`src/rtl/prog_counter_pkg.sv`:
```
// prog_counter_pkg: shared types for the programmable counter.
// Defines the mode encodings (cnt_mode_e) and the one-shot FSM states (cnt_state_e).
// Imported by prog_counter.
package prog_counter_pkg;

  // Mode field encodings; 2'b11 is reserved and behaves as wrap.
  typedef enum logic [1:0] {
    CNT_WRAP    = 2'b00,
    CNT_SAT     = 2'b01,
    CNT_ONESHOT = 2'b10,
    CNT_RSVD    = 2'b11
  } cnt_mode_e;

  typedef enum logic [1:0] {
    ST_IDLE = 2'b00,
    ST_RUN  = 2'b01,
    ST_DONE = 2'b10
  } cnt_state_e;

endpackage

```
`src/rtl/prog_counter_prescaler.sv`:
```
// prog_counter_prescaler: divides cnt_en into ticks, one tick every (prescale+1) enabled cycles.
// Ports: clk_i/rst_i (async active-high), en_i, clr_i (sync divider clear), prescale_i, tick_o.
// tick_o is combinational from the divider state and en_i; used only with CNT_PRESCALE_EN.
module prog_counter_prescaler #(
  parameter int PRESCALE_W = 4
) (
  input  logic                  clk_i,
  input  logic                  rst_i,
  input  logic                  en_i,
  input  logic                  clr_i,
  input  logic [PRESCALE_W-1:0] prescale_i,
  output logic                  tick_o
);

  logic [PRESCALE_W-1:0] div_q;
  logic [PRESCALE_W-1:0] div_d;

  assign tick_o = en_i && (div_q == prescale_i);

  always_comb begin
    div_d = div_q;
    if (clr_i) begin
      div_d = '0;
    end else if (tick_o) begin
      div_d = '0;
    end else if (en_i) begin
      // A prescale value lowered below the divider lets it roll over modulo 2^PRESCALE_W.
      div_d = div_q + PRESCALE_W'(1);
    end
  end

  always_ff @(posedge clk_i or posedge rst_i) begin
    if (rst_i) begin
      div_q <= '0;
    end else begin
      div_q <= div_d;
    end
  end

endmodule

```
`src/rtl/prog_counter.sv`:
```
// prog_counter: programmable up/down counter with wrap, saturate and one-shot modes.
// Ports: cnt_clk, cnt_rst (async active-high), cnt_en/clr/load/start controls, cnt_load_val,
//   cnt_dir, cnt_mode, cnt_limit, cnt_prescale (CNT_PRESCALE_EN only); outputs cnt_o, cnt_tc_o, cnt_done_o, cnt_busy_o.
// Macro CNT_PRESCALE_EN adds the tick prescaler; all outputs are registered.
module prog_counter
  import prog_counter_pkg::*;
#(
  parameter int WIDTH      = 5,
  parameter int PRESCALE_W = 4
) (
  input  logic                  cnt_clk,
  input  logic                  cnt_rst,
  input  logic                  cnt_en,
  input  logic                  cnt_clr,
  input  logic                  cnt_load,
  input  logic [WIDTH-1:0]      cnt_load_val,
  input  logic                  cnt_dir,
  input  logic [1:0]            cnt_mode,
  input  logic [WIDTH-1:0]      cnt_limit,
  input  logic                  cnt_start,
`ifdef CNT_PRESCALE_EN
  input  logic [PRESCALE_W-1:0] cnt_prescale,
`endif
  output logic [WIDTH-1:0]      cnt_o,
  output logic                  cnt_tc_o,
  output logic                  cnt_done_o,
  output logic                  cnt_busy_o
);

  cnt_mode_e        mode;
  cnt_state_e       state_q, state_d;
  logic [WIDTH-1:0] cnt_q, cnt_d;
  logic             tc_q, tc_d;
  logic             busy_q, done_q;
  logic             tick;
  logic             oneshot;
  logic             start_eff;
  logic             at_term;
  logic [WIDTH-1:0] stop_val;   // saturate / one-shot end point
  logic [WIDTH-1:0] reload_val; // wrap reload and one-shot start point
  logic [WIDTH-1:0] step_val;

  assign mode      = cnt_mode_e'(cnt_mode);
  assign oneshot   = (mode == CNT_ONESHOT);
  assign start_eff = cnt_start && oneshot;

  // Up uses >= so a lowered limit or a load above it still terminates on the next tick.
  assign at_term    = cnt_dir ? (cnt_q == '0) : (cnt_q >= cnt_limit);
  assign stop_val   = cnt_dir ? '0 : cnt_limit;
  assign reload_val = cnt_dir ? cnt_limit : '0;
  assign step_val   = cnt_dir ? (cnt_q - WIDTH'(1)) : (cnt_q + WIDTH'(1));

`ifdef CNT_PRESCALE_EN
  prog_counter_prescaler #(
    .PRESCALE_W (PRESCALE_W)
  ) u_prescaler (
    .clk_i      (cnt_clk),
    .rst_i      (cnt_rst),
    .en_i       (cnt_en),
    .clr_i      (cnt_clr | cnt_load | start_eff),
    .prescale_i (cnt_prescale),
    .tick_o     (tick)
  );
`else
  logic [PRESCALE_W-1:0] unused_prescale;
  assign unused_prescale = '0;
  assign tick            = cnt_en;
`endif

  always_comb begin
    cnt_d   = cnt_q;
    state_d = state_q;
    tc_d    = 1'b0;
    if (cnt_clr) begin
      cnt_d   = '0;
      state_d = ST_IDLE;
    end else if (cnt_load) begin
      cnt_d = cnt_load_val;
    end else if (start_eff) begin
      // Start from IDLE, restart from RUN or DONE all behave the same.
      cnt_d   = reload_val;
      state_d = ST_RUN;
    end else if (tick) begin
      case (mode)
        CNT_SAT: begin
          if (at_term) begin
            cnt_d = stop_val;
            tc_d  = 1'b1;
          end else begin
            cnt_d = step_val;
          end
        end
        CNT_ONESHOT: begin
          if (state_q == ST_RUN) begin
            if (at_term) begin
              cnt_d   = stop_val;
              tc_d    = 1'b1;
              state_d = ST_DONE;
            end else begin
              cnt_d = step_val;
            end
          end
        end
        default: begin
          if (at_term) begin
            cnt_d = reload_val;
            tc_d  = 1'b1;
          end else begin
            cnt_d = step_val;
          end
        end
      endcase
    end
    // The FSM only lives in one-shot mode; any other mode parks it.
    if (!oneshot) begin
      state_d = ST_IDLE;
    end
  end

  always_ff @(posedge cnt_clk or posedge cnt_rst) begin
    if (cnt_rst) begin
      cnt_q   <= '0;
      tc_q    <= 1'b0;
      state_q <= ST_IDLE;
      busy_q  <= 1'b0;
      done_q  <= 1'b0;
    end else begin
      cnt_q   <= cnt_d;
      tc_q    <= tc_d;
      state_q <= state_d;
      busy_q  <= (state_d == ST_RUN);
      done_q  <= (state_d == ST_DONE);
    end
  end

  assign cnt_o      = cnt_q;
  assign cnt_tc_o   = tc_q;
  assign cnt_busy_o = busy_q;
  assign cnt_done_o = done_q;

endmodule

```
`config.mk`:
```
export PLATFORM = sky130hd
export DESIGN_NAME = prog_counter
export DESIGN_NICKNAME = d
export VERILOG_FILES = /design/src/rtl/prog_counter_pkg.sv /design/src/rtl/prog_counter_prescaler.sv /design/src/rtl/prog_counter.sv
export SDC_FILE = /design/constraint.sdc
export NUM_CORES = 1
export LEC_CHECK = 0
export CAP_MARGIN = 20
export CORE_MARGIN = 2
export CORE_UTILIZATION = 40
export CTS_CLUSTER_SIZE = 40
export DETAILED_ROUTE_END_ITERATION = 6
export DONT_BUFFER_PORTS = 1
export GPL_ROUTABILITY_DRIVEN = 0
export RECOVER_POWER = 100
export SLEW_MARGIN = 40
export SYNTH_ARGS = -nofsm -noshare
export SYNTH_HDL_FRONTEND = slang
export SYNTH_SLANG_ARGS = --single-unit
```
`constraint.sdc`:
```
create_clock -name cnt_clk -period 2 [get_ports cnt_clk]
set_clock_uncertainty 0.05 [all_clocks]
set_input_delay 0.3 -clock cnt_clk [delete_from_list [all_inputs] [get_ports cnt_clk]]
set_output_delay 0.3 -clock cnt_clk [all_outputs]
set_load 0.01 [all_outputs]
```
== After elaboration in Yosys (flattened, before gate mapping) ==
Index checks and enable logic that the tools add are counted.
Widths: inputs -> output; s select.

* Equal/unequal tests: 6
* Add/subtract/negate cells: 2
* Mux-type cells: 26
* Order comparisons: 1
* Reduce and logical (&&, ||, !) cells: 4

{| class="wikitable"
|+ Operator list
! kind !! count
|-
| $mux 5 || 10
|-
| $mux 2 || 7
|-
| $pmux 5 s2 || 1
|-
| $mux 1 || 8
|-
| $eq 2x1->1 const B || 3
|-
| $add 5x1->5 const B || 1
|-
| $ge 5x5->1 || 1
|-
| $logic_not 5->1 || 1
|-
| $ne 5x3->1 const B || 1
|-
| $sub 5x1->5 const B || 1
|-
| $eq 2x2->1 const B || 2
|-
| $reduce_bool 4->1 || 1
|-
| $reduce_and 2->1 || 1
|-
| $logic_and 1x1->1 || 1
|}

* Flip-flop bits (word level): 10
* Bits of input ports: 19
* Logic and storage cells: 44
* Output and inout bits: 8

== Longest topological paths before layout ==
* Depth in word-level cells: 10
* Depth in mapped cells: 8
* Mapped depth without buffers: 7

== Least setup slack after synthesis ==
No wires, ideal clock.

* Kind: reg2reg
* From: register cnt_q[0], in the netlist cnt_o[0]
* To: register cnt_q[4], in the netlist cnt_o[4]
* Arrival: 1.851 ns
* Library setup time: 0.080 ns
* Buffers on the path: 0
* Cell stages (with the launch flop): 8
* Data required time: 1.870 ns
* Slack: 0.019 ns
* Cells stage by stage: dfrtp_1 inv_1 ha_1 nand2b_1 a31oi_2 o31ai_2 mux2_4 o22ai_2

* Word-level cells in the longest chain between the ends: 9

{| class="wikitable"
|+ RTL lines
! item !! line !! RTL
|-
| start: declaration || prog_counter.sv:32 || <nowiki>logic [WIDTH-1:0] cnt_q, cnt_d;</nowiki>
|-
| start signal: assignment || prog_counter.sv:128 || <nowiki>cnt_q <= cnt_d;</nowiki>
|-
| $add 5x1->5 (tied with other cells) || prog_counter.sv:51 || <nowiki>assign step_val = cnt_dir ? (cnt_q - WIDTH'(1)) : (cnt_q + WIDTH'(1));</nowiki>
|-
| $mux 5 / $mux 1 (equally long branches) || prog_counter.sv:51, prog_counter.sv:48 ||
|-
| $mux 5 || prog_counter.sv:86, prog_counter.sv:95 ||
|-
| $mux 5 || prog_counter.sv:94 || <nowiki>if (state_q == ST_RUN) begin</nowiki>
|-
| $pmux 5 s2 * || prog_counter.sv:84 || <nowiki>case (mode)</nowiki>
|-
| $mux 5 * || prog_counter.sv:83 || <nowiki>end else if (tick) begin</nowiki>
|-
| $mux 5 * || prog_counter.sv:79 || <nowiki>end else if (start_eff) begin</nowiki>
|-
| $mux 5 * || prog_counter.sv:77 || <nowiki>end else if (cnt_load) begin</nowiki>
|-
| $mux 5 * || prog_counter.sv:74 || <nowiki>if (cnt_clr) begin</nowiki>
|}

Mark *: on every way between the ends. The rest lies on a longest branch, timed or not. The select of a mux whose other input is x is not followed.
A chain may end at the register's enable or synchronous reset.

== Final worst setup path ==
* From: register cnt_q[3], in the netlist cnt_o[3]
* To: register cnt_q[4], in the netlist cnt_o[4]

The elaborated chain is that of the path after synthesis.

==> qor.txt <==
antenna violations before repair: 0
max-slew violation count: 0
top cells by count, synth: inv_1 (14), nand2_1 (12), nor2_1 (12)
synth warn: 0
global-route wire length before repair: 4360 um
hold wc startpoint: cnt_clr
CTS tree: done
reg2reg end: cnt_o[4]$_DFFE_PP0P_
largest net degree at the start of global routing: 15
fill count: 269
CTS root buffer: clkbuf_4
maximum vdd drop: 0.000431 V
Final setup viols: 0
endpoints failing hold: 0
PwrDens: 638 nW/um^2
die width: 54.5 um
Mapped Area: 1020 um^2
reg2reg start: cnt_o[3]$_DFFE_PP0P_
crit path launch type: register
status: finished, final reports clean
Port Buffers: 0
top post-synthesis cells by area: dfrtp_1 (25%), ha_1 (11%), inv_1 (5.2%)
Static Leak: 0.526 nW
CP endpoint kind: register
register-to-register path setup slack: 0.1 ns
crit path max fanout: 4
Post-DRT Antenna Nets: 0
fin area: 1110 um^2
measured slew at the worst slew-check pin: 0.405 ns
Vert. Die Dim: 54.5 um
Worst Path Required: 2.15 ns
Total Power: 0.710 mW
RSZ-0062 raised after global routing: no
clk sinks: 10
FF+latch count, synth: 10
Reg clk slew, reported paths: 0.08 ns
WHS: 0.0453 ns
Clk Latency, worst-skew pair: 0.28 ns
count leader, synth: inv_1
Hold Path Depth: 1
worst hold path class: input pin to register
share of the synthesized area in the top cell type: 0.246
vias in the first global route: 928
slowest stage delay, CP: 0.38 ns
worst setup path class: register to register
area delta synth->final: 9.34%
post-synthesis sequential area ratio: 0.246
Mapped Cells: 115
min cycle time layout: 1.90 ns
Yosys top cell by area: dfrtp_1
worst reg-to-reg path cell count: 6
NumNets Final: 155
H-tree Lvls: 1
setup ws final: 0.0963 ns
asr flop ratio synth: 1.00
Max Clock Freq: 0.525 GHz
Max-cap violations: 0
Post-synth EDFFs: 0
number of remaining DRC errors: 0
routed vias/inst: 5.81
All-Layer GR Usage: 0.210
dpl cell area: 1080 um^2
Worst path slowest cell: dfrtp_1
hold endpoint: cnt_tc_o$_DFF_PP0_
worst-path cell chain: clkbuf_1 -> ha_1 -> a21oi_2 -> xnor2_1 -> mux2_4 -> o22ai_1
CTS buffer count: 3
clk buf depth: 2
post-route insts no fill: 155
DRT iter0 DRCs: 11
placed cell count: 149
share of cells above drive strength 1: 0.160
Max-slew headroom: 0.727
Avg WL per Cell: 16.9 um
pre-CTS setup slack: 0.0535 ns
Starting Density: 0.415
fin util: 0.454
Die Area: 2970 um^2
Sum Neg Setup Slack: 0 ns
I/O pins: 27
Netlist cell types: 42
GR Overflow Total: 0
final WL: 2620 um
Primary FF master, synth: dfrtp_1
core area: 2450 um^2
Arr. time, crit path: 2.05 ns
diode count: 0
Detailed Place HPWL: 2080 um
Synth Net Count: 144
via count: 901
first-pass detailed-route iteration total: 4
synthesized area per cell: 8.86 um^2
site row count: 18
crit share post-route: 0.952
[flip-flops by register name, summed over array words and instances (netlist names)]
name,flops
cnt_busy_o,1
cnt_tc_o,1
cnt_done_o,1
state_q,2
cnt_o,5
[repair_timing]
action                                  CTS  global route
hold endpoints to repair                 10             0
setup buffers                             0             1
hold buffers                              1             0
endpoints found under the setup margin    0             6
gates resized for setup                   0             2
[layout by cell type (no fill, tap or decap), types with 2 or more instances in the layout]
master and n:
inv_1 14, nand2_1 12, nor2_1 12, dfrtp_1 10, ha_1 9, a221oi_1 5, o21ai_0 5, clkbuf_1 5
buf_4 4, nand2b_1 3, a21o_1 3, a21oi_1 3, xnor2_1 3, clkbuf_4 3, o21a_1 2, nor4b_1 2
a221o_1 2
[cells by family after synthesis]
group           count (synthesis)  share of synthesized area
simple gates                   34                      0.178
fa+ha+maj                      10                      0.130
flops                          10                      0.246
compound gates                 37                      0.299
mux                             2                     0.0246
xor+xnor                        4                     0.0344
buf+inv                        18                     0.0884
[how the worst max path moves through the flow]
stage	end	depth (start not counted)	start	slack, ns
2_1_floorplan	cnt_o[4]$_DFFE_PP0P_	7	cnt_o[0]$_DFFE_PP0P_	0.02
3_3_place_gp	cnt_o[4]$_DFFE_PP0P_	6	cnt_o[1]$_DFFE_PP0P_	0.07
3_5_place_dp	cnt_o[4]$_DFFE_PP0P_	6	cnt_o[1]$_DFFE_PP0P_	0.05
4_1_cts	cnt_o[4]$_DFFE_PP0P_	6	cnt_o[1]$_DFFE_PP0P_	0.03
5_1_grt	state_q[0]$_DFF_PP0_	5	cnt_o[1]$_DFFE_PP0P_	0.009
6_report	cnt_o[4]$_DFFE_PP0P_	6	cnt_o[3]$_DFFE_PP0P_	0.1
[critical path: cells and delay by family (launching register included)]
family	cells	cell delay, ns
DFF	1	0.38
buffers and inverters	1	0.35
AOI/OAI and AO/OA	2	0.35
adders and majority gates	1	0.34
muxes	1	0.27
xor gates and xnor gates	1	0.09
[area by class of cell]
class | count | area [um^2] | area share
Clock buffer | 4 | 36.3 | 0.0326
Inverter | 14 | 52.6 | 0.0472
Multi-Input combinational cell | 87 | 678 | 0.609
Sequential cell | 10 | 250 | 0.225
Tap cell | 30 | 37.5 | 0.0337
Timing Repair Buffer | 10 | 58.8 | 0.0528
[layer usage]
metal | GRT usage | part of all wire | vias up
li1 | - | - | 437
met1 | 0.261 | 0.43 | 435
met4 | 0.0500 | 0.0088 | 0
met2 | 0.349 | 0.49 | 25
met5 | 0 | 0 | -
met3 | 0.0710 | 0.069 | 4
[power by group]
part	switching (mW)	total [mW]	internal, mW
sequential	0.0129	0.229	0.216
combinational	0.156	0.291	0.135
clock	0.0803	0.191	0.111
total	0.249	0.710	0.461
Note: power is estimated with default switching activity, not from simulation.
